===== src/rtl/box_pkg.sv =====
// Shared screen geometry, keycodes, state encoding and per-axis bounce helper for the box mover.
package box_pkg;

    localparam int unsigned SCREEN_W = 640;
    localparam int unsigned SCREEN_H = 480;
    localparam int unsigned COORD_W  = 10;
    localparam int unsigned SCOORD_W = 11;

    localparam logic [7:0] KEY_NONE = 8'h00;
    localparam logic [7:0] KEY_W    = 8'h1A;
    localparam logic [7:0] KEY_S    = 8'h16;
    localparam logic [7:0] KEY_A    = 8'h04;
    localparam logic [7:0] KEY_D    = 8'h07;

    localparam logic signed [SCOORD_W-1:0] S_ZERO = '0;

    typedef enum logic {
        STOP = 1'b0,
        RUN  = 1'b1
    } state_t;

    typedef struct packed {
        logic [COORD_W-1:0]         pos;
        logic signed [SCOORD_W-1:0] vel;
    } axis_t;

    // One axis step: move by vel, and on a wall hit clamp to the wall and reverse.
    function automatic axis_t step_axis(input logic [COORD_W-1:0]         pos,
                                        input logic signed [SCOORD_W-1:0] vel,
                                        input logic [COORD_W-1:0]         half,
                                        input logic signed [SCOORD_W-1:0] edge_max);
        logic signed [SCOORD_W-1:0] nxt;
        logic signed [SCOORD_W-1:0] half_s;
        axis_t                      r;
        half_s = $signed({1'b0, half});
        nxt    = $signed({1'b0, pos}) + vel;
        r.pos  = COORD_W'(nxt);
        r.vel  = vel;
        if ((nxt + half_s) > edge_max) begin
            r.pos = COORD_W'(edge_max - half_s);
            r.vel = -vel;
        end else if ((nxt - half_s) < S_ZERO) begin
            r.pos = half;
            r.vel = -vel;
        end
        return r;
    endfunction

endpackage


===== src/rtl/frame_tick_gen.sv =====
// Brings the asynchronous frame strobe into Clk and emits a one-cycle pulse per rising edge.
module frame_tick_gen
    import box_pkg::*;
(
    input  logic Clk,
    input  logic Reset_n,
    input  logic frame_clk,
    output logic frame_tick
);

    logic sync1;
    logic sync2;
    logic hist;
    logic valid1;
    logic valid2;
    logic armed;

    // armed only after a genuine low has come through, so a strobe already high at release is ignored
    always_ff @(posedge Clk or negedge Reset_n) begin
        if (!Reset_n) begin
            sync1  <= 1'b0;
            sync2  <= 1'b0;
            hist   <= 1'b0;
            valid1 <= 1'b0;
            valid2 <= 1'b0;
            armed  <= 1'b0;
        end else begin
            sync1  <= frame_clk;
            sync2  <= sync1;
            hist   <= sync2;
            valid1 <= 1'b1;
            valid2 <= valid1;
            armed  <= armed | (valid2 & ~sync2);
        end
    end

    assign frame_tick = sync2 & ~hist & armed;

endmodule


===== src/rtl/box_motion.sv =====
// Moves a box one step per frame under keyboard control, bouncing off the screen edges.
module box_motion
    import box_pkg::*;
#(
    parameter logic [COORD_W-1:0] HALF_W  = 10'd16,
    parameter logic [COORD_W-1:0] HALF_H  = 10'd16,
    parameter logic [COORD_W-1:0] START_X = 10'd320,
    parameter logic [COORD_W-1:0] START_Y = 10'd240,
    parameter logic [COORD_W-1:0] STEP    = 10'd2
) (
    input  logic               Clk,
    input  logic               Reset_n,
    input  logic               frame_clk,
    input  logic [7:0]         keycode,
    input  logic               run_en,
    output logic [COORD_W-1:0] CX,
    output logic [COORD_W-1:0] CY,
    output logic [COORD_W-1:0] X_width,
    output logic [COORD_W-1:0] Y_height,
    output logic               moving
);

    localparam logic signed [SCOORD_W-1:0] X_MAX  = SCOORD_W'(SCREEN_W - 1);
    localparam logic signed [SCOORD_W-1:0] Y_MAX  = SCOORD_W'(SCREEN_H - 1);
    localparam logic signed [SCOORD_W-1:0] STEP_S = $signed({1'b0, STEP});

    logic                       frame_tick;
    state_t                     state;
    state_t                     state_nxt;
    logic signed [SCOORD_W-1:0] vx;
    logic signed [SCOORD_W-1:0] vy;
    logic signed [SCOORD_W-1:0] vx_key;
    logic signed [SCOORD_W-1:0] vy_key;
    logic signed [SCOORD_W-1:0] vx_nxt;
    logic signed [SCOORD_W-1:0] vy_nxt;
    logic [COORD_W-1:0]         cx_nxt;
    logic [COORD_W-1:0]         cy_nxt;
    axis_t                      ax;
    axis_t                      ay;

    frame_tick_gen u_frame_tick_gen (
        .Clk        (Clk),
        .Reset_n    (Reset_n),
        .frame_clk  (frame_clk),
        .frame_tick (frame_tick)
    );

    assign X_width  = HALF_W;
    assign Y_height = HALF_H;

    always_ff @(posedge Clk or negedge Reset_n) begin
        if (!Reset_n) begin
            state  <= STOP;
            moving <= 1'b0;
        end else if (frame_tick) begin
            state  <= state_nxt;
            moving <= (state_nxt == RUN);
        end
    end

    always_ff @(posedge Clk or negedge Reset_n) begin
        if (!Reset_n) begin
            CX <= START_X;
            CY <= START_Y;
            vx <= '0;
            vy <= '0;
        end else if (frame_tick) begin
            CX <= cx_nxt;
            CY <= cy_nxt;
            vx <= vx_nxt;
            vy <= vy_nxt;
        end
    end

    // Key picks the velocity first; any wall hit then overrides it so the box heads inward.
    always_comb begin
        state_nxt = state;
        vx_key    = vx;
        vy_key    = vy;
        ax        = '0;
        ay        = '0;
        case (keycode)
            KEY_W:   begin vx_key = '0;      vy_key = -STEP_S; end
            KEY_S:   begin vx_key = '0;      vy_key = STEP_S;  end
            KEY_A:   begin vx_key = -STEP_S; vy_key = '0;      end
            KEY_D:   begin vx_key = STEP_S;  vy_key = '0;      end
            default: ;
        endcase
        case (state)
            STOP:    if (run_en && ((vx_key != S_ZERO) || (vy_key != S_ZERO))) state_nxt = RUN;
            RUN:     if (!run_en) state_nxt = STOP;
            default: state_nxt = STOP;
        endcase
        cx_nxt = CX;
        cy_nxt = CY;
        vx_nxt = vx_key;
        vy_nxt = vy_key;
        if (state_nxt == RUN) begin
            ax     = step_axis(CX, vx_key, HALF_W, X_MAX);
            ay     = step_axis(CY, vy_key, HALF_H, Y_MAX);
            cx_nxt = ax.pos;
            cy_nxt = ay.pos;
            vx_nxt = ax.vel;
            vy_nxt = ay.vel;
        end
    end

endmodule


===== config.mk =====
export PLATFORM = sky130hd
export DESIGN_NAME = box_motion
export DESIGN_NICKNAME = d
export VERILOG_FILES = /design/src/rtl/box_pkg.sv /design/src/rtl/frame_tick_gen.sv /design/src/rtl/box_motion.sv
export SDC_FILE = /design/constraint.sdc
export NUM_CORES = 1
export LEC_CHECK = 0
export BUFFER_PORTS_ARGS = -buffer_cell sky130_fd_sc_hd__buf_2
export CORE_MARGIN = 8
export CORE_UTILIZATION = 45
export DETAILED_ROUTE_END_ITERATION = 10
export GPL_TIMING_DRIVEN = 1
export PLACE_DENSITY = 0.7
export SYNTH_ARGS = -nofsm -noshare
export SYNTH_HDL_FRONTEND = slang
export SYNTH_HIERARCHICAL = 1
export SYNTH_SLANG_ARGS = --single-unit

===== constraint.sdc =====
create_clock -name Clk -period 6.2 [get_ports Clk]
set_input_delay 0.62 -clock Clk [delete_from_list [all_inputs] [get_ports Clk]]
set_output_delay 0.62 -clock Clk [all_outputs]
set_load 0.03 [all_outputs]

==> results <==
- On the worst path, the slowest cell contributes a delay of approximately 0.77 ns.
- For this configuration, the core starts out at a cell density of 0.462.
- Buffers inserted during clock tree synthesis total 5.
- The most frequently used flop master after synthesis is dfrtp_1.
- The synthesized netlist occupies a cell area of between 0.004 and 0.005 mm2.
- The highest routed metal layer is met4.
- The amount of wire on met3 after detailed routing is just under 500 um.
- The number of search-and-repair iterations in the first detailed-routing pass is 4.
- STA classifies the critical path endpoint as a flip-flop.
- The global-route usage over all layers is 0.172.
- The portion of the clock cycle consumed by the worst path in the final layout is 0.908.
- The number of warnings issued by yosys is 6.
- The worst register-to-register path has a depth of 14.
- The largest total area in the synthesized netlist belongs to dfrtp_1.
- The part of the total power dissipated in sequential elements is 0.175.
- A synthesized cell averages 8.25 um2.
- The total vias in the final route is 4332.
- After detailed routing, the average wire length per cell comes to about 17 um.
- The class of the most critical hold timing path is in2async.
- Power comes to 3190 uW.
- The share of the core filled with cells is 0.487.
- The highest clock frequency the design can meet is approximately 180 MHz.
- The number of antenna repair diodes is 0.
- The internal power of the cells totals 1430 uW.
- For the worst-skew pair, the clock arrives at the later sink with an insertion delay of 0.33 ns.
- The critical path depth in cells is 19.
- The initial antenna violation count is 0.
- The count of instances resized after the clock tree is built is 0.
- At the worst endpoint, the required time is 6.41 ns.
- The initial DRC count is 360.
- In the synthesized netlist, the cells that appear most often are 58 x nand2_1, 43 x dfrtp_1, 37 x nor2_1.
- The flow ran to the end, and the final reports show no timing, DRC or antenna violations.
- The floorplan step set the die height to 119 um.
- The pin count of the biggest net entering global routing is 35.
- The critical path goes through buf_2, nand3b_1, or3b_2, o21ai_1, nand2_1, and2_1, ha_1, fa_1, a211oi_2, nor2_1, xor2_1, ha_1, nand2_1, or3_1, a211oi_2, nor4b_2, o31ai_2, nor4_1, a211o_1.
- The max-slew violation count was 0.
- Yosys attributes the largest share of cell area to dfrtp_1 23%, ha_1 7.3%, nand2_1 4.6%.
- For this block, wires on met1 add up to 5490 um.
- The combined buffer and inverter count along the critical path is 1.
- The worst slew slack as a fraction of its limit is 0.399.
- The slowest stage of the critical path belongs to the cell o31ai_2.
- The number of buffers inserted by port buffering is 32.
- The via count of the first global-routing pass is between 4000 and 5000.
- The start-to-end type of the worst setup path is in2reg.
- The number of placed I/O pins is 53.
- The share of synthesized area in the top cell type comes to 0.226.
- Counting every sink on the clock net gives 49.
- Hold repair after CTS inserted 0 buffers.
- The number of max-capacitance violations reported is 0.
- At the pin with the least slew margin, the transition time is roughly 0.90 ns.
- The worst setup path is launched from a primary input.
- The launch point of the worst path is keycode[0].
- The share of total power dissipated in combinational logic is 0.757.
- CTS built an H-tree with a depth of 2.
- The synthesized netlist cell count is 578.
- The count of flip-flops with a built-in enable after synthesis is 0.
- The overall die area is 0.0141 mm2.
- For the finished layout, the period the worst path requires is between 5 and 6 ns.
- In the final layout, flip-flops and latches occupy 0.00123 mm2.
- The worst register-to-register path begins at vx[0].
- The clock share of power is 0.068.
- On the critical path the largest part of the delay comes from simple AND/OR/NAND/NOR gates.
- The number of hold-slack violations in the final timing report is 0.
- For this run, the register share of the synthesized area comes to 0.259.
- The net count of the finished layout is ~640.
- TritonCTS built the clock tree.
- The routability congestion estimate is 0.862.
- The met2 routed wirelength is 5980 um.
- The layout filler cell count is a little over 1000.
- For this design the static power due to leakage is approximately 0.0023 uW.
- The count of nets left with antenna violations once routing finished came out at 0.
- The count of endpoints failing setup in the final report is 0.
- Counting flops with an async set or reset pin after synthesis yields a share of 1.00.
- The switching power as a share of total power is 0.552.
- Setup repair after global routing left no endpoint under its margin.
- The setup clock skew after layout is 0.00991 ns.
- The horizontal extent of the die is 119 um.
- At the worst endpoint, the arrival time is 5.85 ns.
- For this run, design rule violations remaining after detail routing come to 0.
- The ratio of cells with drive above 1 in the final layout is 0.144.
- In this run the clock root is driven by a clkbuf_8.
- The reported net switching power is 1760 uW.
- The register bit count reported by yosys is 49.
- The netlist uses 85 different library cells.
- Buffers added to address setup during post-CTS repair amount to 0.
- Along the worst path, the maximum fanout reaches 15.
- The remaining global-route overflow is 0.
- The total half-perimeter wirelength after legalization and detailed placement is 9590 um.
- Compared with the post-synthesis result, the final layout area differs by 5.43%.
- The number of placement rows is 37.
- The peak ir drop on the vdd network is 0.000357 V.
- The area of the core region is 0.0103 mm2.
- The first global-routing pass estimated a little over 20000 um of wire.
- The area taken by multi-input logic gates is 0.00323 mm2.
- The library cell with the highest instance count after synthesis is nand2_1.
- The clock passes through at most 2 buffers.
- The power per unit of standard cell area is roughly 630 mW/mm2.
- Summed over all layers, the routed wires come to roughly 12000 um.
- The clock slew seen by the registers of the worst setup and hold paths is 0.11 ns.
- In the routed layout, each cell is associated on average with a via count of 5.92.
- The total negative setup slack is 0 ns.
registers in the layout (all words and copies together), names as in the netlist:
signal	flops
CX	10
CY	10
state	1
u_frame_tick_gen/armed	1
u_frame_tick_gen/hist	1
u_frame_tick_gen/sync1	1
u_frame_tick_gen/sync2	1
u_frame_tick_gen/valid1	1
u_frame_tick_gen/valid2	1
vx	11
vy	11
kinds of logic (layout without fill, tap and decap cells):
logic type | after synthesis | after routing | synth area share
flip-flops | 49 | 49 | 0.259
AO/OA/AOI/OAI | 196 | 196 | 0.299
adder cells (fa/ha/maj) | 30 | 30 | 0.0818
other | 3 | 21 | 0.00236
AND/OR/NAND/NOR | 206 | 206 | 0.229
multiplexers | 7 | 7 | 0.0157
buffers and inverters | 70 | 70 | 0.0787
XOR/XNOR | 17 | 17 | 0.0344
metal layers:
metal | GRT usage | vias up
li1 | - | 2150
met1 | 0.208 | 2063
met2 | 0.297 | 96
met3 | 0.0302 | 23
met4 | 0.0648 | 0
met5 | 0 | -
layout by cell type (no fill, tap or decap), types with 7 or more instances in the layout:
master and n:
a211oi_1 12, a21o_1 20, a21oi_1 33, a31oi_1 7
and2_1 11, and3_1 11, buf_2 32, buf_4 7
conb_1 21, dfrtp_1 43, ha_1 28, inv_1 23
nand2_1 58, nand3_1 14, nand4_1 7, nor2_1 37
nor2b_1 9, nor3_1 7, o211ai_1 11, o21ai_0 36
o31ai_1 7, or3_1 12, xnor2_1 7, xor2_1 8
metrics by stage:
| step | cells | area (um2) | hold slack [ns] | worst slack, ns |
|---|---|---|---|---|
| after floorplan | 596 | 4840 | 0.324 | 0.724 |
| after CTS | 732 | 5030 | 0.211 | 0.610 |
| after global placement | 724 | 4930 | 0.334 | 0.384 |
| final | 732 | 5030 | 0.211 | 0.568 |
| after global routing | 732 | 5030 | 0.225 | 0.184 |
| after detailed placement | 724 | 4930 | 0.339 | 0.290 |
path summary, 6_finish.rpt:
path                                     endpoint  slack (ns)
max                                         vx[4]        0.57
min in group Clk           u_frame_tick_gen/sync2        0.36
max in group asynchronous                   CX[8]        5.18
max reg2reg                                 vx[4]        1.84
min reg2reg                u_frame_tick_gen/sync2        0.36
min                                         CX[0]        0.21
final cells by class:
cell class                 count  area share
tap                          136      0.0338
timing repair buffer          39      0.0423
clock inverter                 3     0.00572
sequential                    49       0.245
clock buffer                   5      0.0137
inverter                      23      0.0172
multi-input combinational    477       0.642
power by group through the flow:
| stage | Sequential (uW) | Clock, uW | Combinational [uW] |
|---|---|---|---|
| after floorplan | 639 | 0 | 1830 |
| after global placement | 558 | 0 | 2350 |
| after detailed placement | 561 | 0 | 2380 |
| after CTS | 556 | 223 | 2390 |
| after global routing | 578 | 237 | 2670 |
| final | 557 | 217 | 2410 |
(Power assumes the default switching activity.)
